==> src/rtl/wb_unit_pkg.sv <==
// Shared types and widths for the writeback unit: CSR op encodings,
// sequencer states and default bus widths.
package wb_unit_pkg;

  localparam int DATA_BUS_WIDTH = 32;
  localparam int REG_BUS_WIDTH  = 5;
  localparam int CSR_BUS_WIDTH  = 12;

  typedef enum logic [1:0] {
    CSR_OP_ILL = 2'b00,
    CSR_OP_RW  = 2'b01,
    CSR_OP_RS  = 2'b10,
    CSR_OP_RC  = 2'b11
  } csr_op_e;

  typedef enum logic [1:0] {
    ST_IDLE = 2'd0,
    ST_READ = 2'd1,
    ST_WB   = 2'd2
  } csr_st_e;

  // RS/RC with a zero source must leave the CSR untouched (no side effects).
  function automatic logic csr_writes(csr_op_e op, logic src_nz);
    case (op)
      CSR_OP_RW:            return 1'b1;
      CSR_OP_RS, CSR_OP_RC: return src_nz;
      default:              return 1'b0;
    endcase
  endfunction

endpackage

==> src/rtl/wb_unit_if.sv <==
// Result-source, CSR-port and GPR-port signals of the writeback unit.
// slave = the unit itself, master = the surrounding pipeline/regfile.
interface wb_unit_if #(
  parameter int DATA_W = 32,
  parameter int REG_AW = 5,
  parameter int CSR_AW = 12
);
  logic              alu_vld_i;
  logic [REG_AW-1:0] alu_rd_i;
  logic [DATA_W-1:0] alu_data_i;

  logic              lsu_vld_i;
  logic              lsu_rdy_o;
  logic [REG_AW-1:0] lsu_rd_i;
  logic [DATA_W-1:0] lsu_data_i;

  logic              csr_vld_i;
  logic              csr_rdy_o;
  logic [1:0]        csr_op_i;
  logic [CSR_AW-1:0] csr_addr_i;
  logic [DATA_W-1:0] csr_src_i;
  logic [REG_AW-1:0] csr_rd_i;

  logic [CSR_AW-1:0] csr_raddr_o;
  logic [DATA_W-1:0] csr_rdata_i;
  logic [CSR_AW-1:0] csr_waddr_o;
  logic              csr_waddr_vld_o;
  logic [DATA_W-1:0] csr_wdata_o;

  logic [REG_AW-1:0] reg_waddr_o;
  logic              reg_waddr_vld_o;
  logic [DATA_W-1:0] reg_wdata_o;

  modport slave (
    input  alu_vld_i, alu_rd_i, alu_data_i,
    input  lsu_vld_i, lsu_rd_i, lsu_data_i,
    output lsu_rdy_o,
    input  csr_vld_i, csr_op_i, csr_addr_i, csr_src_i, csr_rd_i,
    output csr_rdy_o,
    output csr_raddr_o,
    input  csr_rdata_i,
    output csr_waddr_o, csr_waddr_vld_o, csr_wdata_o,
    output reg_waddr_o, reg_waddr_vld_o, reg_wdata_o
  );

  modport master (
    output alu_vld_i, alu_rd_i, alu_data_i,
    output lsu_vld_i, lsu_rd_i, lsu_data_i,
    input  lsu_rdy_o,
    output csr_vld_i, csr_op_i, csr_addr_i, csr_src_i, csr_rd_i,
    input  csr_rdy_o,
    input  csr_raddr_o,
    output csr_rdata_i,
    input  csr_waddr_o, csr_waddr_vld_o, csr_wdata_o,
    input  reg_waddr_o, reg_waddr_vld_o, reg_wdata_o
  );
endinterface

==> src/rtl/wb_fifo.sv <==
// Small synchronous FIFO with count-based full/empty; DEPTH must be a power of 2.
module wb_fifo #(
  parameter int DEPTH = 2,
  parameter int WIDTH = 37
) (
  input  logic             clk_i,
  input  logic             rst_n_i,
  input  logic             push_i,
  input  logic [WIDTH-1:0] wdata_i,
  input  logic             pop_i,
  output logic [WIDTH-1:0] rdata_o,
  output logic             full_o,
  output logic             empty_o
);
  localparam int AW = (DEPTH > 1) ? $clog2(DEPTH) : 1;
  localparam int CW = $clog2(DEPTH + 1);

  logic [WIDTH-1:0] mem_q [DEPTH];
  logic [WIDTH-1:0] mem_d [DEPTH];
  logic [AW-1:0]    wr_ptr_q, wr_ptr_d;
  logic [AW-1:0]    rd_ptr_q, rd_ptr_d;
  logic [CW-1:0]    count_q, count_d;
  logic             do_push, do_pop;

  assign full_o  = (count_q == CW'(DEPTH));
  assign empty_o = (count_q == '0);
  assign rdata_o = mem_q[rd_ptr_q];
  assign do_push = push_i && !full_o;
  assign do_pop  = pop_i && !empty_o;

  always_comb begin
    mem_d    = mem_q;
    wr_ptr_d = wr_ptr_q;
    rd_ptr_d = rd_ptr_q;
    count_d  = count_q;
    if (do_push) begin
      mem_d[wr_ptr_q] = wdata_i;
      wr_ptr_d        = wr_ptr_q + AW'(1);
    end
    if (do_pop) rd_ptr_d = rd_ptr_q + AW'(1);
    case ({do_push, do_pop})
      2'b10:   count_d = count_q + CW'(1);
      2'b01:   count_d = count_q - CW'(1);
      default: count_d = count_q;
    endcase
  end

  always_ff @(posedge clk_i) begin
    if (!rst_n_i) begin
      wr_ptr_q <= '0;
      rd_ptr_q <= '0;
      count_q  <= '0;
    end else begin
      wr_ptr_q <= wr_ptr_d;
      rd_ptr_q <= rd_ptr_d;
      count_q  <= count_d;
    end
  end

  // Storage needs no reset: count_q alone decides what is valid.
  always_ff @(posedge clk_i) begin
    mem_q <= mem_d;
  end

endmodule

==> src/rtl/wb_unit.sv <==
// Writeback unit: arbitrates ALU, CSR-sequencer and LSU results onto the GPR
// write port and runs CSR read-modify-write sequences.
//
//   state   | meaning
//   IDLE    | ready for a CSR instruction, captures op/addr/src/rd
//   READ    | csr_raddr_o shows captured addr, old value is sampled
//   WB      | waits for the GPR port, then writes rd and the CSR together
module wb_unit
  import wb_unit_pkg::*;
#(
  parameter int DATA_W    = DATA_BUS_WIDTH,
  parameter int REG_AW    = REG_BUS_WIDTH,
  parameter int CSR_AW    = CSR_BUS_WIDTH,
  parameter int LSU_DEPTH = 2
) (
  input  logic      clk_i,
  input  logic      rst_n_i,
  wb_unit_if.slave  bus
);
  localparam int FW = REG_AW + DATA_W;

  csr_st_e           state_q, state_d;
  csr_op_e           op_q, op_d;
  logic [CSR_AW-1:0] addr_q, addr_d;
  logic [DATA_W-1:0] src_q, src_d;
  logic [REG_AW-1:0] rd_q, rd_d;
  logic [DATA_W-1:0] old_q, old_d;
  logic [CSR_AW-1:0] csr_raddr_q, csr_raddr_d;
  logic [CSR_AW-1:0] csr_waddr_q, csr_waddr_d;
  logic              csr_wvld_q, csr_wvld_d;
  logic [DATA_W-1:0] csr_wdata_q, csr_wdata_d;
  logic [REG_AW-1:0] reg_waddr_q, reg_waddr_d;
  logic              reg_wvld_q, reg_wvld_d;
  logic [DATA_W-1:0] reg_wdata_q, reg_wdata_d;

  logic              alu_win;
  logic [DATA_W-1:0] csr_new;
  logic              fifo_push, fifo_pop, fifo_full, fifo_empty;
  logic [FW-1:0]     fifo_head;
  logic [REG_AW-1:0] head_rd;
  logic [DATA_W-1:0] head_data;

  assign fifo_push = bus.lsu_vld_i && !fifo_full;
  assign head_rd   = fifo_head[DATA_W +: REG_AW];
  assign head_data = fifo_head[DATA_W-1:0];

  wb_fifo #(.DEPTH(LSU_DEPTH), .WIDTH(FW)) u_lsu_fifo (
    .clk_i   (clk_i),
    .rst_n_i (rst_n_i),
    .push_i  (fifo_push),
    .wdata_i ({bus.lsu_rd_i, bus.lsu_data_i}),
    .pop_i   (fifo_pop),
    .rdata_o (fifo_head),
    .full_o  (fifo_full),
    .empty_o (fifo_empty)
  );

  always_comb begin
    case (op_q)
      CSR_OP_RW: csr_new = src_q;
      CSR_OP_RS: csr_new = old_q | src_q;
      CSR_OP_RC: csr_new = old_q & ~src_q;
      default:   csr_new = old_q;
    endcase
  end

  always_comb begin
    state_d     = state_q;
    op_d        = op_q;
    addr_d      = addr_q;
    src_d       = src_q;
    rd_d        = rd_q;
    old_d       = old_q;
    csr_raddr_d = csr_raddr_q;
    csr_waddr_d = '0;
    csr_wvld_d  = 1'b0;
    csr_wdata_d = '0;
    reg_waddr_d = '0;
    reg_wvld_d  = 1'b0;
    reg_wdata_d = '0;
    fifo_pop    = 1'b0;

    // An x0 ALU result is dropped and leaves the port to the others.
    alu_win = bus.alu_vld_i && (bus.alu_rd_i != '0);
    if (alu_win) begin
      reg_wvld_d  = 1'b1;
      reg_waddr_d = bus.alu_rd_i;
      reg_wdata_d = bus.alu_data_i;
    end

    case (state_q)
      ST_IDLE: begin
        if (bus.csr_vld_i) begin
          op_d        = csr_op_e'(bus.csr_op_i);
          addr_d      = bus.csr_addr_i;
          src_d       = bus.csr_src_i;
          rd_d        = bus.csr_rd_i;
          csr_raddr_d = bus.csr_addr_i;
          state_d     = ST_READ;
        end
      end
      ST_READ: begin
        old_d   = bus.csr_rdata_i;
        state_d = ST_WB;
      end
      ST_WB: begin
        if (!alu_win) begin
          if (rd_q != '0) begin
            reg_wvld_d  = 1'b1;
            reg_waddr_d = rd_q;
            reg_wdata_d = old_q;
          end
          if (csr_writes(op_q, src_q != '0)) begin
            csr_wvld_d  = 1'b1;
            csr_waddr_d = addr_q;
            csr_wdata_d = csr_new;
          end
          state_d = ST_IDLE;
        end
      end
      default: state_d = ST_IDLE;
    endcase

    // x0 LSU entries retire without needing the port.
    if (!fifo_empty) begin
      if (head_rd == '0) begin
        fifo_pop = 1'b1;
      end else if (!alu_win && state_q != ST_WB) begin
        fifo_pop    = 1'b1;
        reg_wvld_d  = 1'b1;
        reg_waddr_d = head_rd;
        reg_wdata_d = head_data;
      end
    end
  end

  always_ff @(posedge clk_i) begin
    if (!rst_n_i) begin
      state_q     <= ST_IDLE;
      op_q        <= CSR_OP_ILL;
      addr_q      <= '0;
      src_q       <= '0;
      rd_q        <= '0;
      old_q       <= '0;
      csr_raddr_q <= '0;
      csr_waddr_q <= '0;
      csr_wvld_q  <= 1'b0;
      csr_wdata_q <= '0;
      reg_waddr_q <= '0;
      reg_wvld_q  <= 1'b0;
      reg_wdata_q <= '0;
    end else begin
      state_q     <= state_d;
      op_q        <= op_d;
      addr_q      <= addr_d;
      src_q       <= src_d;
      rd_q        <= rd_d;
      old_q       <= old_d;
      csr_raddr_q <= csr_raddr_d;
      csr_waddr_q <= csr_waddr_d;
      csr_wvld_q  <= csr_wvld_d;
      csr_wdata_q <= csr_wdata_d;
      reg_waddr_q <= reg_waddr_d;
      reg_wvld_q  <= reg_wvld_d;
      reg_wdata_q <= reg_wdata_d;
    end
  end

  assign bus.lsu_rdy_o       = !fifo_full;
  assign bus.csr_rdy_o       = (state_q == ST_IDLE);
  assign bus.csr_raddr_o     = csr_raddr_q;
  assign bus.csr_waddr_o     = csr_waddr_q;
  assign bus.csr_waddr_vld_o = csr_wvld_q;
  assign bus.csr_wdata_o     = csr_wdata_q;
  assign bus.reg_waddr_o     = reg_waddr_q;
  assign bus.reg_waddr_vld_o = reg_wvld_q;
  assign bus.reg_wdata_o     = reg_wdata_q;

  a_lsu_no_overflow: assert property (@(posedge clk_i) disable iff (!rst_n_i)
    !(bus.lsu_vld_i && fifo_full));

  a_csr_op_legal: assert property (@(posedge clk_i) disable iff (!rst_n_i)
    (state_q == ST_IDLE && bus.csr_vld_i) |-> (bus.csr_op_i != 2'b00));

endmodule
==> src/flat_wrapper.sv <==
// flat-port wrapper written by rule: the top's interface ports become plain ports
module wb_unit_flat import wb_unit_pkg::*;
#(
  parameter int DATA_W    = DATA_BUS_WIDTH,
  parameter int REG_AW    = REG_BUS_WIDTH,
  parameter int CSR_AW    = CSR_BUS_WIDTH,
  parameter int LSU_DEPTH = 2
)
  (clk_i, rst_n_i, bus_alu_vld_i, bus_alu_rd_i, bus_alu_data_i, bus_lsu_vld_i, bus_lsu_rd_i, bus_lsu_data_i, bus_lsu_rdy_o, bus_csr_vld_i, bus_csr_op_i, bus_csr_addr_i, bus_csr_src_i, bus_csr_rd_i, bus_csr_rdy_o, bus_csr_raddr_o, bus_csr_rdata_i, bus_csr_waddr_o, bus_csr_waddr_vld_o, bus_csr_wdata_o, bus_reg_waddr_o, bus_reg_waddr_vld_o, bus_reg_wdata_o);
  wb_unit_if #(.DATA_W(DATA_W), .REG_AW(REG_AW), .CSR_AW(CSR_AW)) bus_i ();
  input  logic clk_i;
  input  logic rst_n_i;
  input wire logic [$bits(bus_i.alu_vld_i)-1:0] bus_alu_vld_i;
  input wire logic [$bits(bus_i.alu_rd_i)-1:0] bus_alu_rd_i;
  input wire logic [$bits(bus_i.alu_data_i)-1:0] bus_alu_data_i;
  input wire logic [$bits(bus_i.lsu_vld_i)-1:0] bus_lsu_vld_i;
  input wire logic [$bits(bus_i.lsu_rd_i)-1:0] bus_lsu_rd_i;
  input wire logic [$bits(bus_i.lsu_data_i)-1:0] bus_lsu_data_i;
  output wire logic [$bits(bus_i.lsu_rdy_o)-1:0] bus_lsu_rdy_o;
  input wire logic [$bits(bus_i.csr_vld_i)-1:0] bus_csr_vld_i;
  input wire logic [$bits(bus_i.csr_op_i)-1:0] bus_csr_op_i;
  input wire logic [$bits(bus_i.csr_addr_i)-1:0] bus_csr_addr_i;
  input wire logic [$bits(bus_i.csr_src_i)-1:0] bus_csr_src_i;
  input wire logic [$bits(bus_i.csr_rd_i)-1:0] bus_csr_rd_i;
  output wire logic [$bits(bus_i.csr_rdy_o)-1:0] bus_csr_rdy_o;
  output wire logic [$bits(bus_i.csr_raddr_o)-1:0] bus_csr_raddr_o;
  input wire logic [$bits(bus_i.csr_rdata_i)-1:0] bus_csr_rdata_i;
  output wire logic [$bits(bus_i.csr_waddr_o)-1:0] bus_csr_waddr_o;
  output wire logic [$bits(bus_i.csr_waddr_vld_o)-1:0] bus_csr_waddr_vld_o;
  output wire logic [$bits(bus_i.csr_wdata_o)-1:0] bus_csr_wdata_o;
  output wire logic [$bits(bus_i.reg_waddr_o)-1:0] bus_reg_waddr_o;
  output wire logic [$bits(bus_i.reg_waddr_vld_o)-1:0] bus_reg_waddr_vld_o;
  output wire logic [$bits(bus_i.reg_wdata_o)-1:0] bus_reg_wdata_o;
  assign bus_i.alu_vld_i = bus_alu_vld_i;
  assign bus_i.alu_rd_i = bus_alu_rd_i;
  assign bus_i.alu_data_i = bus_alu_data_i;
  assign bus_i.lsu_vld_i = bus_lsu_vld_i;
  assign bus_i.lsu_rd_i = bus_lsu_rd_i;
  assign bus_i.lsu_data_i = bus_lsu_data_i;
  assign bus_lsu_rdy_o = bus_i.lsu_rdy_o;
  assign bus_i.csr_vld_i = bus_csr_vld_i;
  assign bus_i.csr_op_i = bus_csr_op_i;
  assign bus_i.csr_addr_i = bus_csr_addr_i;
  assign bus_i.csr_src_i = bus_csr_src_i;
  assign bus_i.csr_rd_i = bus_csr_rd_i;
  assign bus_csr_rdy_o = bus_i.csr_rdy_o;
  assign bus_csr_raddr_o = bus_i.csr_raddr_o;
  assign bus_i.csr_rdata_i = bus_csr_rdata_i;
  assign bus_csr_waddr_o = bus_i.csr_waddr_o;
  assign bus_csr_waddr_vld_o = bus_i.csr_waddr_vld_o;
  assign bus_csr_wdata_o = bus_i.csr_wdata_o;
  assign bus_reg_waddr_o = bus_i.reg_waddr_o;
  assign bus_reg_waddr_vld_o = bus_i.reg_waddr_vld_o;
  assign bus_reg_wdata_o = bus_i.reg_wdata_o;
  wb_unit #(.DATA_W(DATA_W), .REG_AW(REG_AW), .CSR_AW(CSR_AW), .LSU_DEPTH(LSU_DEPTH)) u_core (.clk_i(clk_i), .rst_n_i(rst_n_i), .bus(bus_i));
endmodule
==> config.mk <==
export PLATFORM = sky130hd
export DESIGN_NAME = wb_unit_flat
export DESIGN_NICKNAME = d
export VERILOG_FILES = /design/src/rtl/wb_unit_pkg.sv /design/src/rtl/wb_unit_if.sv /design/src/rtl/wb_fifo.sv /design/src/rtl/wb_unit.sv /design/src/flat_wrapper.sv
export SDC_FILE = /design/constraint.sdc
export NUM_CORES = 1
export LEC_CHECK = 0
export ABC_CLOCK_PERIOD_IN_PS = 3600
export CAP_MARGIN = 30
export CORE_ASPECT_RATIO = 1.1
export CORE_MARGIN = 1
export CORE_UTILIZATION = 49
export DETAILED_ROUTE_END_ITERATION = 10
export PLACE_DENSITY = 0.78
export SLEW_MARGIN = 20
export SYNTH_ARGS = -nofsm -noshare
export SYNTH_HDL_FRONTEND = slang
export SYNTH_SLANG_ARGS = --single-unit
export TNS_END_PERCENT = 20
==> constraint.sdc <==
create_clock -name clk_i -period 3.6 [get_ports clk_i]
set_input_delay 0.72 -clock clk_i [delete_from_list [all_inputs] [get_ports clk_i]]
set_output_delay 0.72 -clock clk_i [all_outputs]
set_load 0.02 [all_outputs]
# == Word-level counts from Yosys, hierarchy flattened ==
# Cells that the tools add are included.
# word_totals
register_bits,246
word_cells,103
output_inout_bits,97
# op_classes
n_eq_ne,11
addsub,4
muxes,39
bitwise,8
reduce_logical,21
order_cmp,3
# ops
cell,count
32-bit 2-to-1 mux,7
37-bit 2-to-1 mux,4
32-bit one-hot mux with 3 select lines,1
74-bit bitwise mux,1
37-bit demux with 1-bit select,1
5-bit 2-to-1 mux,7
32-bit AND,1
32-bit NOT,1
32-bit OR,1
32-bit nonzero test,1
1-bit 2-to-1 mux,13
"2-bit == test, second input constant",5
5-bit nonzero test,2
"2-bit by 1-bit == test with 1-bit output, second input constant",3
1-bit logical AND,6
"2-bit inequality test, second input constant",3
2-bit one-hot mux with 3 select lines,1
5-bit logical NOT,1
"2-bit >= comparator, second input constant",2
2-bit logical NOT,2
2-bit 2-to-1 mux,2
1-bit NOT with 2-bit output,2
2-bit one-hot mux with 2 select lines,1
2-bit AND reduction,2
other kinds (11),16

# == Logic depth before layout (Yosys ltp) ==
# depth
ltp_word,10
ltp_mapped,8
mapped_depth_nobuf,7

# == Hierarchy ==
# From an unflattened synthesis, not the netlist that was laid out.
# unflattened
hier_cells,871
hier_area_um2,9261.4
# by_module_without_submodules
module,area_each_um2,seq_area_each_um2,cells_per_inst,n_inst
wb_unit,6398.6,3363.2,731,1
wb_fifo,2862.7,2302.2,140,1

# == Worst setup path after synthesis ==
# OpenSTA, ideal clock, no wires.
# synth_timing
kind,input port to flip-flop
from,in bus_lsu_vld_i
to,"reg u_core.u_lsu_fifo.mem_q[37] (netlist bit), enable pin"
cell_stages,2
setup_slack_ps,788
path_buffers,0
arrival_ps,2381
required_ps,3169
cell_sequence,nand2_1 nor2_1
# synth_between
elab_chain_cells,2
# synth_rtl
item,line,text
from (decl),flat_wrapper.sv:16,input wire logic [$bits(bus_i.lsu_vld_i)-1:0] bus_lsu_vld_i;
1-bit logical AND,wb_unit.sv:43,assign fifo_push = bus.lsu_vld_i && !fifo_full;
1-bit logical AND,wb_fifo.sv:28,assign do_push = push_i && !full_o;
to (signal assigned),wb_fifo.sv:62,mem_q <= mem_d;
to (decl),wb_fifo.sv:18,logic [WIDTH-1:0] mem_q [DEPTH];
# No other way between the ends.
# A chain may end at the register's enable or synchronous reset.

# == Final worst setup path ==
# layout_timing
from,in bus_alu_rd_i[0]
to,reg u_core.u_lsu_fifo.count_q[1]
# layout_between
elab_chain_cells,10
# layout_rtl
item,line,text
from (decl),flat_wrapper.sv:14,input wire logic [$bits(bus_i.alu_rd_i)-1:0] bus_alu_rd_i;
5-bit nonzero test (*),wb_unit.sv:84,alu_win = bus.alu_vld_i && (bus.alu_rd_i != '0);
1-bit logical AND (*),wb_unit.sv:84,
1-bit logical NOT (*),n/a,
1-bit logical AND (*),wb_unit.sv:128,end else if (!alu_win && state_q != ST_WB) begin
1-bit 2-to-1 mux (*),wb_unit.sv:128,
1-bit 2-to-1 mux (*),wb_unit.sv:126,if (head_rd == '0) begin
1-bit 2-to-1 mux (*),wb_unit.sv:125,if (!fifo_empty) begin
1-bit logical AND (*),wb_fifo.sv:29,assign do_pop = pop_i && !empty_o;
via u_core.u_lsu_fifo.do_pop,wb_fifo.sv:23,"logic do_push, do_pop;"
2-bit by 1-bit == test with 1-bit output or 2-bit == test (tied branches),wb_fifo.sv:41,"case ({do_push, do_pop})"
2-bit one-hot mux with 2 select lines or 2-bit nonzero test (tied branches),n/a,
to (signal assigned),wb_fifo.sv:56,count_q <= count_d;
to (decl),wb_fifo.sv:22,"logic [CW-1:0] count_q, count_d;"
# Mark *: on every way through the listed nets, which the timed path passes. The rest lies on a longest branch.

==> results.sh <==
export IMPL_worstReg2RegEnd="u_core.u_lsu_fifo.count_q[1]"
export IMPL_drive_gt1_frac=0.146
export IMPL_cts_setup_buffers=0
export IMPL_min_period_over_period=0.724
export IMPL_crit_arrival_ps=3050
export IMPL_sw_frac_of_total=0.271
export IMPL_first_pass_iters=5
export IMPL_slew_headroom=0.380
export IMPL_hp_start="u_core.addr_q[2]"
export IMPL_clockBufferDepth=3
export IMPL_io_buffers=258
export IMPL_post_cts_resize_count=0
export IMPL_cts_tree="done"
export IMPL_antenna_found_initial=1
export IMPL_initial_core_util=0.502
export IMPL_intPower_w=0.00531
export IMPL_cts_buffers=25
export IMPL_cts_htree_levels=1
export IMPL_worst_ir_drop_vdd_v=0.000409
export IMPL_cts_hold_buf=0
export IMPL_cts_root_buffer="clkbuf_16"
export IMPL_tns_ps=0
export IMPL_drcViolationCount=0
export IMPL_clock_latency_ps=520
export IMPL_synth_top_flop_cell="dfxtp_1"
export IMPL_die_y_um=152
export IMPL_grt_pass1_wl_um=42400
export IMPL_clock_fmax_mhz=384
export IMPL_floorplan_rows=54
export IMPL_vias_per_cell=5.59
export IMPL_ant_nets=0
export IMPL_maxCapViolCount=0
export IMPL_p_leak_nw=4.63
export IMPL_syn_cell_area_um2=9980
export IMPL_grt_pass1_vias=7877
export IMPL_power_w=0.00729
export IMPL_cp_required_ps=4040
export IMPL_pin_count=259
export IMPL_synthCells=990
export IMPL_initialDrtViolationCount=674
export IMPL_ys_types=44
export IMPL_final_common_cell="clkdlybuf4s50_1"
export IMPL_power_density_nw_per_um2=539
export IMPL_rsz0062_at_grt="false"
export IMPL_r2r_start="u_core.state_q[1]"
export IMPL_worst_setup_path_end_kind="register"
export IMPL_holdPathEnd="u_core.addr_q[2]"
export IMPL_yosys_warnings=0
export IMPL_fin_nets=1378
export IMPL_gr_total_overflow=0
export IMPL_ff2ff_path_depth=7
export IMPL_dieWidth_um=138
export IMPL_cts_sinks=246
export IMPL_ys_seq_area_frac=0.568
export IMPL_die_area_um2=20900
export IMPL_route_detailed_wl_per_inst_um=18.6
export IMPL_synth_edf_count=74
export IMPL_power_frac_seq=0.456
export IMPL_p_clk_frac=0.351
export IMPL_period_minus_slack_ps=2610
export IMPL_synthToLayoutAreaGrowth_pct=35.6
export IMPL_synth_async_sr_flop_share=0
export IMPL_maxSlewViolCount=0
export IMPL_startpoint_type="input pin"
export IMPL_hold_depth=2
export IMPL_via_count=8305
export IMPL_core_area_um2=19900
export IMPL_wirelength_um=27700
export IMPL_status="completed"
export IMPL_fin_skew_ps=13.3
export IMPL_gp_congestion=0.847
export IMPL_dp_hpwl_um=19400
export IMPL_switchingPower_w=0.00197
export IMPL_hp_class="register to register"
export IMPL_hold_violations=0
export IMPL_crit_fanout=3
export IMPL_synth_nets=1153
export IMPL_tightest_slew_ps=930
export IMPL_avgSynthCellArea_um2=10.1
export IMPL_p_comb_frac=0.193
export IMPL_ys_seq_elements=246
export IMPL_regToRegSetupSlack_ps=1250
export IMPL_path_class="input pin to register"
export IMPL_track_usage=0.256
export IMPL_grt_max_degree=76
export IMPL_finalSetupViolations=0
export IMPL_nFillCells=1557
export IMPL_mostFrequentLayoutCells="clkdlybuf4s50_1, nand2_1, dfxtp_1"
export IMPL_clkTransAtPathRegs_ps=60
==> kinds of logic (layout without fill, tap and decap cells) <==
group	after synthesis	in the layout	synth area share
AND/OR/NAND/NOR	393	393	0.199
multiplexers	70	70	0.0788
other	0	2	0
AO/OA/AOI/OAI	196	196	0.110
flip-flops	246	246	0.568
adder cells (fa/ha/maj)	1	1	0.00125
XOR/XNOR	3	3	0.00263
buffers and inverters	81	324	0.0405
==> power groups by stage <==
| stage | clock network, W | logic, W | registers (W) |
|---|---|---|---|
| after CTS | 0.00259 | 0.00141 | 0.00332 |
| after global placement | 0 | 0.00138 | 0.00336 |
| final | 0.00256 | 0.00140 | 0.00332 |
| after floorplan | 0 | 0.000774 | 0.00340 |
| after detailed placement | 0 | 0.00139 | 0.00338 |
| after global routing | 0.00271 | 0.00150 | 0.00335 |
==> worst max-delay path by stage <==
stage | startpoint | endpoint | slack [ps] | cells past startpoint
2_1_floorplan | bus_lsu_vld_i | u_core.u_lsu_fifo.mem_q[37] | 790 | 2
3_3_place_gp | bus_alu_rd_i[0] | u_core.u_lsu_fifo.count_q[1] | 560 | 7
3_5_place_dp | bus_alu_rd_i[0] | u_core.u_lsu_fifo.count_q[1] | 500 | 7
4_1_cts | bus_alu_rd_i[0] | u_core.u_lsu_fifo.count_q[1] | 1030 | 7
5_1_grt | bus_alu_rd_i[0] | u_core.u_lsu_fifo.count_q[1] | 910 | 7
6_report | bus_alu_rd_i[0] | u_core.u_lsu_fifo.count_q[1] | 990 | 7
==> cell usage after synthesis, types with 2 or more instances <==
library cell / instances / area [um^2]
nand4_1: 37 / 231
mux2_2: 68 / 766
mux2i_1: 2 / 20.0
buf_6: 7 / 78.8
nor4_1: 7 / 43.8
o21ai_0: 33 / 165
nand2b_1: 3 / 18.8
or3_1: 2 / 12.5
a21oi_1: 119 / 596
and3_1: 3 / 18.8
nor3_2: 27 / 270
nor2b_1: 2 / 12.5
xor2_1: 2 / 17.5
and2_1: 3 / 18.8
clkbuf_1: 52 / 195
buf_4: 10 / 75.1
nand3_1: 36 / 180
nand2_1: 203 / 762
a31oi_1: 35 / 219
nor2_1: 46 / 173
dfxtp_1: 172 / 3440
edfxtp_1: 74 / 2220
a32oi_1: 2 / 17.5
buf_1: 3 / 11.3
nor3_1: 5 / 25.0
nor3b_2: 12 / 150
buf_2: 8 / 40.0
==> worst max-delay path, cell delays in order <==
cell	delay, ps
clkdlybuf4s50_1	430
or2_1	300
or4b_1	500
a31oi_1	290
ha_1	330
or3_1	350
a21oi_1	140
==> area by class of cell <==
cell class | instances | area [um^2] | area share
repair buffers | 278 | 2780 | 0.206
clock inverters | 14 | 97.6 | 0.00722
multi-input cells | 663 | 3930 | 0.290
clock buffers | 31 | 722 | 0.0534
well taps | 252 | 315 | 0.0233
flip-flops and latches | 246 | 5670 | 0.419
inverters | 1 | 6.26 | 0.000463
diodes | 2 | 5.00 | 0.000370
==> state kept, by name, summed over array words and instances, names as in the netlist <==
signal and cells:
u_core.bus.csr_waddr_vld_o 1, u_core.u_lsu_fifo.mem_q 74, u_core.u_lsu_fifo.rd_ptr_q 1, u_core.rd_q 5
u_core.state_q 2, u_core.op_q 2, u_core.bus.reg_waddr_o 5, u_core.u_lsu_fifo.count_q 2
u_core.bus.reg_wdata_o 32, u_core.bus.csr_wdata_o 32, u_core.bus.reg_waddr_vld_o 1, u_core.addr_q 12
u_core.u_lsu_fifo.wr_ptr_q 1, u_core.old_q 32, u_core.bus.csr_waddr_o 12, u_core.src_q 32
==> through the flow <==
step / setup WS (ps) / instances / area [um^2] / utilization / hold slack (ps)
after floorplan: 788 / 990 / 9980 / - / 444
after global placement: 563 / 1439 / 12700 / 0.638 / 453
after detailed placement: 503 / 1440 / 12700 / 0.639 / 459
after CTS: 1030 / 1485 / 13500 / 0.681 / 467
after global routing: 911 / 1486 / 13500 / 0.681 / 493
final: 995 / 1487 / 13500 / 0.681 / 469
==> routing by layer <==
layer / routed length, um / global-route usage / share of wire / vias to the layer above
met5: 0 / 0 / 0 / -
met4: 969 / 0.104 / 0.035 / 0
met2: 13100 / 0.419 / 0.47 / 367
met1: 11800 / 0.346 / 0.43 / 3897
met3: 1790 / 0.0349 / 0.065 / 60
li1: - / - / - / 3981
Note: power is estimated with default switching activity, not from simulation.
==> RTL change 1 (same settings) <==
`LSU_DEPTH` is set to 2 in 2 places; all go to 4.
--- a/src/rtl/wb_unit.sv
+++ b/src/rtl/wb_unit.sv
@@ -12,5 +12,5 @@
   parameter int REG_AW    = REG_BUS_WIDTH,
   parameter int CSR_AW    = CSR_BUS_WIDTH,
-  parameter int LSU_DEPTH = 2
+  parameter int LSU_DEPTH = 4
 ) (
   input  logic      clk_i,
--- a/src/flat_wrapper.sv
+++ b/src/flat_wrapper.sv
@@ -5,5 +5,5 @@
   parameter int REG_AW    = REG_BUS_WIDTH,
   parameter int CSR_AW    = CSR_BUS_WIDTH,
-  parameter int LSU_DEPTH = 2
+  parameter int LSU_DEPTH = 4
 )
   (clk_i, rst_n_i, bus_alu_vld_i, bus_alu_rd_i, bus_alu_data_i, bus_lsu_vld_i, bus_lsu_rd_i, bus_lsu_data_i, bus_lsu_rdy_o, bus_csr_vld_i, bus_csr_op_i, bus_csr_addr_i, bus_csr_src_i, bus_csr_rd_i, bus_csr_rdy_o, bus_csr_raddr_o, bus_csr_rdata_i, bus_csr_waddr_o, bus_csr_waddr_vld_o, bus_csr_wdata_o, bus_reg_waddr_o, bus_reg_waddr_vld_o, bus_reg_wdata_o);
Function: changed (Yosys sat finds a counterexample within 4 cycles, from zero or initial values and one cycle with rst_n_i low).
==> RTL change 1 against the unedited design <==
Wire length increased by 14%; synthesized area increased by 27%; register-to-register slack got worse by 830 ps; worst setup slack got worse by 580 ps; sequential cell count increased by 77; power increased by 33%; synthesized cell count increased by 3.1%; hold slack got worse by 29 ps; cell area increased by 24%; largest cell class unchanged.
==> RTL change 1: results (changes against the unedited design) <==
Synth
  • Synthesized net count: 1189 (+3.1%)
  • Sequential area share after synthesis: 0.629 (+0.0616)
  • Async S/R FF share, synth: 0 (unchanged)
  • Yosys cell types: 47 (+6.8%)
  • Largest area contributor in the netlist: edfxtp_1
  • Top post-synthesis cells by area: edfxtp_1 (35%), dfxtp_1 (28%), mux4_2 (6.4%)
  • Yosys warnings: 0 (unchanged)
  • Top cells by count, synth: dfxtp_1 (175), nand2_1 (174), edfxtp_1 (148)
  • Number of synthesized flops with an enable pin: 148 (+100%)
  • Main flop type after synthesis: dfxtp_1

Clock network
  • Post-CTS Setup Inserts: 0 (unchanged)
  • Deepest clock path buffer count: 3 (unchanged)
  • H-tree levels: 2 (+1)
  • Post-CTS Resized: 0 (unchanged)
  • CTS Buf Count: 34 (+36%)
  • CTS root buf: clkbuf_16
  • CTS clock-pin slew for the worst setup and hold paths: 60 ps (about the same)
  • Clk Latency, worst-skew pair: between 500 and 600 ps

Run status
  • Status: finished clean

Global route
  • Antenna violations before repair: 3 (+2)
  • Largest net degree at the start of global routing: 77 (+1.3%)
  • Total track usage: 0.242 (-0.0142)
  • Vias in the first global route: 8653 (+9.9%)
  • Global-route wire length before repair: 48900 um (+16%)

Cells and area
  • Layout Nets: 1438 (+4.4%)
  • Max FFs per register: 148 (+100%)
  • Number of fill cells: 1868 (+20%)
  • Layout cells sized above 1: 0.103 (-0.0425)
  • Top reg by flops: u_core.u_lsu_fifo.mem_q

Critical path
  • Critical path's top delay family: simple AND/OR/NAND/NOR gates
  • Crit path largest cell delay: 640 ps (+140 ps)
  • Slowest-stage cell, CP: mux4_1
  • CP max FO: 12 (+9)
  • Critical path startpoint category: flop
  • CP arrival: 3610 ps (+560 ps)
  • Reg-to-Reg Start: u_core.u_lsu_fifo.rd_ptr_q[0]$_SDFFE_PN0P_

STA
  • Clk_skew: 18.2 ps (+4.94 ps)
  • Worst slew pin tran: 897 ps (-32.6 ps)
  • Fmax: 314 MHz (-18%)

Detailed routing
  • DR WL/cell: 19.3 um (+3.5%)
  • DRT iter0 DRCs: 666 (-1.2%)
  • DR pass1 iterations: 5 (unchanged)
  • Vias: 8806 (+6.0%)

Place
  • PortBufs: 258 (unchanged)
  • RePlAce Congestion: 0.844 (-0.39%)
  • DP Wirelength: 22000 um (+14%)
  • Placed Area: 15600 um2 (+23%)

Power and ir drop
  • Maximum vdd ir drop: 0.431 mV (+5.2%)
  • LEAKAGE: 5.68 nW (+23%)

Hold path
  • Worst min path class: flop to flop
  • Hold_sp: u_core.addr_q[6]$_SDFFE_PN0P_
==> RTL change 1: logic make-up after synthesis <==
group	after synthesis	share of synthesized area
buffers and inverters	89	0.0289
XOR/XNOR	3	0.00208
multiplexers	38	0.0671
adder cells (fa/ha/maj)	6	0.00654
AND/OR/NAND/NOR	332	0.120
flip-flops	323	0.629
AO/OA/AOI/OAI	230	0.146
==> RTL change 1: worst reg2reg max path: cells and delay by family (launching register included) <==
kind,cells,cell delay (ps)
flops,1,560
xor+xnor,1,160
simple gates,2,650
compound gates,2,460
mux,1,650
buf+inv,1,60
fa+ha+maj,2,570
==> RTL change 1: final cells by class <==
class                           count  area (um2)  share of cell area
Sequential cell                   323        7950               0.475
Multi-Input combinational cell    609        4320               0.258
Timing Repair Buffer              283        2790               0.167
Clock buffer                       44         928              0.0555
Tap cell                          346         433              0.0259
Clock inverter                     17         230              0.0138
Inverter                           19        71.3             0.00426
Antenna cell                        3        7.51            0.000448
==> RTL change 1: per-layer routing <==
layer,part of all wire,wire length (um),GRT usage,vias up
met5,0,0,0,-
met4,0.021,662,0.0792,0
met3,0.064,2020,0.0428,44
met2,0.50,15900,0.415,286
met1,0.41,13100,0.310,4273
li1,-,-,-,4203
==> RTL change 1: worst paths after layout <==
check	to	slack (ps)	cells past startpoint
setup / recovery	u_core.u_lsu_fifo.count_q[2]$_SDFFE_PN0P_	420	9
hold / removal	u_core.bus.csr_waddr_o[6]$_SDFF_PP0_	440	2
setup reg to reg	u_core.u_lsu_fifo.count_q[2]$_SDFFE_PN0P_	420	9
hold reg to reg	u_core.bus.csr_waddr_o[6]$_SDFF_PP0_	440	2
==> RTL change 1: power by group <==
part	leakage, nW	internal [W]	switching (W)	total, W
clock	0.573	0.00219	0.00140	0.00360
sequential	2.79	0.00417	0.000191	0.00436
combinational	2.32	0.000881	0.000856	0.00174
total	5.68	0.00725	0.00245	0.00970
==> RTL change 1: stage by stage <==
step	total power (W)	hold slack (ps)	cells	setup slack, ps
2_1_floorplan	0.00547	451	1021	834
3_3_place_gp	0.00614	431	1580	405
3_5_place_dp	0.00619	434	1580	354
4_1_cts	0.00978	443	1641	429
5_1_grt	0.0101	466	1644	228
6_report	0.00970	440	1644	420
==> RTL change 2 (same settings) <==
Made on the original files. The 3 values of `csr_st_e` get a one-hot encoding in 3 bits.
--- a/src/rtl/wb_unit_pkg.sv
+++ b/src/rtl/wb_unit_pkg.sv
@@ -14,8 +14,8 @@
   } csr_op_e;
 
-  typedef enum logic [1:0] {
-    ST_IDLE = 2'd0,
-    ST_READ = 2'd1,
-    ST_WB   = 2'd2
+  typedef enum logic [2:0] {
+    ST_IDLE = 3'b001,
+    ST_READ = 3'b010,
+    ST_WB   = 3'b100
   } csr_st_e;
 
Formal check against the unedited RTL: no difference found for any inputs over 4 cycles, from zero or initial values and one cycle with rst_n_i low; so few cycles prove little.
==> RTL change 2 against the unedited design <==
Count of clock-buffer cells in the layout did not move; global-route usage barely moved; critical path depth fell by 5; clock power rose by 4%; non-clock buffer count rose by 2; power fell by 0.60%; wire length fell by 4.1%; die area fell by 1.8%; sequential cell count rose by 1; core utilization rose by 1.7 points; worst setup slack got worse by 250 ps; synthesized area fell by 1.8%; via count fell by 8.3%; cell area fell by 0.14%; highest routed layer unchanged.
==> RTL change 2: results (changes against the unedited design) <==
Detailed routing
  • DR WL/cell: 18.9 um (+1.6%)
  • DR pass1 iterations: 7 (+2)
  • Vias: 7618 (-8.3%)
  • DRT iter0 DRCs: 449 (-33%)

Cells and area
  • Number of fill cells: 1450 (-6.9%)
  • Top reg by flops: u_core.u_lsu_fifo.mem_q
  • Layout Nets: 1301 (-5.6%)
  • Layout cells sized above 1: 0.0891 (-0.0569)
  • FF/Latch Area: 5690 um2 (+0.38%)

Critical path
  • R2R cell count: 6 (-1)
  • Reg2reg setup slack: 1280 ps (+30 ps)
  • Critical R2R Capture: u_core.u_lsu_fifo.count_q[1]$_SDFFE_PN0P_
  • Reg-to-Reg Start: u_core.u_lsu_fifo.rd_ptr_q$_SDFFE_PN0P_
  • CP max FO: 4 (+1)
  • CP arrival: 2130 ps (-920 ps)

Clock network
  • CTS Buf Count: 25 (unchanged)
  • Post-CTS Resized: 0 (unchanged)
  • Deepest clock path buffer count: 3 (unchanged)
  • H-tree levels: 1 (unchanged)
  • CTS root buf: clkbuf_16
  • Clk Latency, worst-skew pair: 510 ps
  • Post-CTS Setup Inserts: 0 (unchanged)

Place
  • RePlAce Congestion: 0.848 (about the same)
  • Setup WS pre-CTS: 297 ps (-206 ps)
  • DP Wirelength: 18600 um (-4.0%)
  • Placed Area: 12600 um2 (-0.64%)
  • PortBufs: 258 (unchanged)

Hold path
  • Hold_sp: u_core.addr_q[4]$_SDFFE_PN0P_
  • Hold Path End: u_core.bus.csr_waddr_o[4]$_SDFF_PP0_
  • Worst hold path depth: 2 (unchanged)

Global route
  • Vias in the first global route: 7304 (-7.3%)
  • Global-route wire length before repair: 40200 um (-5.0%)
  • Largest net degree at the start of global routing: 96 (+26%)
  • Total track usage: 0.256 (about the same)

Synth
  • Number of synthesized flops with an enable pin: 74 (unchanged)
  • Sequential area share after synthesis: 0.580 (+0.0125)
  • Yosys cell types: 45 (+2.3%)
  • Top post-synthesis cells by area: dfxtp_1 (35%), edfxtp_1 (23%), a2111oi_4 (7.3%)
  • Synthesized net count: 1057 (-8.3%)
  • Yosys warnings: 0 (unchanged)
  • Top cells by count, synth: dfxtp_1 (173), nand2_1 (172), a21oi_1 (89)

STA
  • Rel. slew slack: 0.402 (+0.0224)
  • Clk_skew: 8.99 ps (-4.27 ps)
  • Total Negative Setup Slacks: 0 ps (unchanged)
  • Final Hold Vio Count: 0 (unchanged)

Run status
  • Status: finished clean

Power and ir drop
  • Maximum vdd ir drop: 0.424 mV (+3.6%)
  • LEAKAGE: 4.57 nW (-1.2%)
[RTL change 2: cell count changes in the layout (fill, tap and decap cells not counted), moves of 33 or more]
cell	delta
a31oi_1	-34
mux2i_1	+64
o22ai_1	+34
nand3_1	-33
mux2_2	-66
nand4_1	-33
[RTL change 2: how the worst max path moves through the flow]
stage,slack [ps],endpoint,startpoint,cells past startpoint
after CTS,720,bus_csr_rdy_o,u_core.state_q[0]$_SDFFE_PN1P_,2
after detailed placement,300,u_core.bus.csr_wdata_o[30]$_SDFF_PP0_,bus_alu_rd_i[0],6
after global routing,690,bus_csr_rdy_o,u_core.state_q[0]$_SDFFE_PN1P_,2
final,750,bus_csr_rdy_o,u_core.state_q[0]$_SDFFE_PN1P_,2
after floorplan,790,u_core.u_lsu_fifo.mem_q[37]$_DFFE_PP_,bus_lsu_vld_i,2
after global placement,320,u_core.bus.csr_wdata_o[16]$_SDFF_PP0_,bus_alu_rd_i[0],6
[RTL change 2: stage by stage]
step | instances | hold WS [ps]
2_1_floorplan | 894 | 439
5_1_grt | 1404 | 475
3_5_place_dp | 1357 | 436
3_3_place_gp | 1356 | 430
4_1_cts | 1402 | 445
6_report | 1404 | 448
[RTL change 2: layout make-up]
| type | instances | area share |
|---|---|---|
| repair buffers | 280 | 0.206 |
| flip-flops and latches | 247 | 0.421 |
| diodes | 1 | 0.000185 |
| multi-input cells | 570 | 0.282 |
| well taps | 247 | 0.0229 |
| clock inverters | 14 | 0.00973 |
| inverters | 14 | 0.00398 |
| clock buffers | 31 | 0.0543 |
[RTL change 2: per-layer routing]
layer	global-route usage	up-vias	wire, um
met5	0	-	0
met4	0.0758	0	636
met3	0.0431	39	1620
met2	0.434	275	13300
met1	0.336	3628	11000
li1	-	3676	-
[RTL change 2: cell families after synthesis]
kind of cell | after synthesis | synth area share
adder cells (fa/ha/maj) | 1 | 0.00128
XOR/XNOR | 4 | 0.00358
multiplexers | 68 | 0.0697
flip-flops | 247 | 0.580
AND/OR/NAND/NOR | 298 | 0.133
AO/OA/AOI/OAI | 199 | 0.179
buffers and inverters | 77 | 0.0336
[RTL change 2: where the power goes]
group	total, W	switching [W]	internal (W)
sequential	0.00332	0.000167	0.00316
clock	0.00267	0.00108	0.00159
combinational	0.00125	0.000657	0.000590
[RTL change 2: critical path: stages, from the launching register on]
cell and delay, ps:
dfxtp_1 360, nor3b_1 530, clkdlybuf4s50_1 730
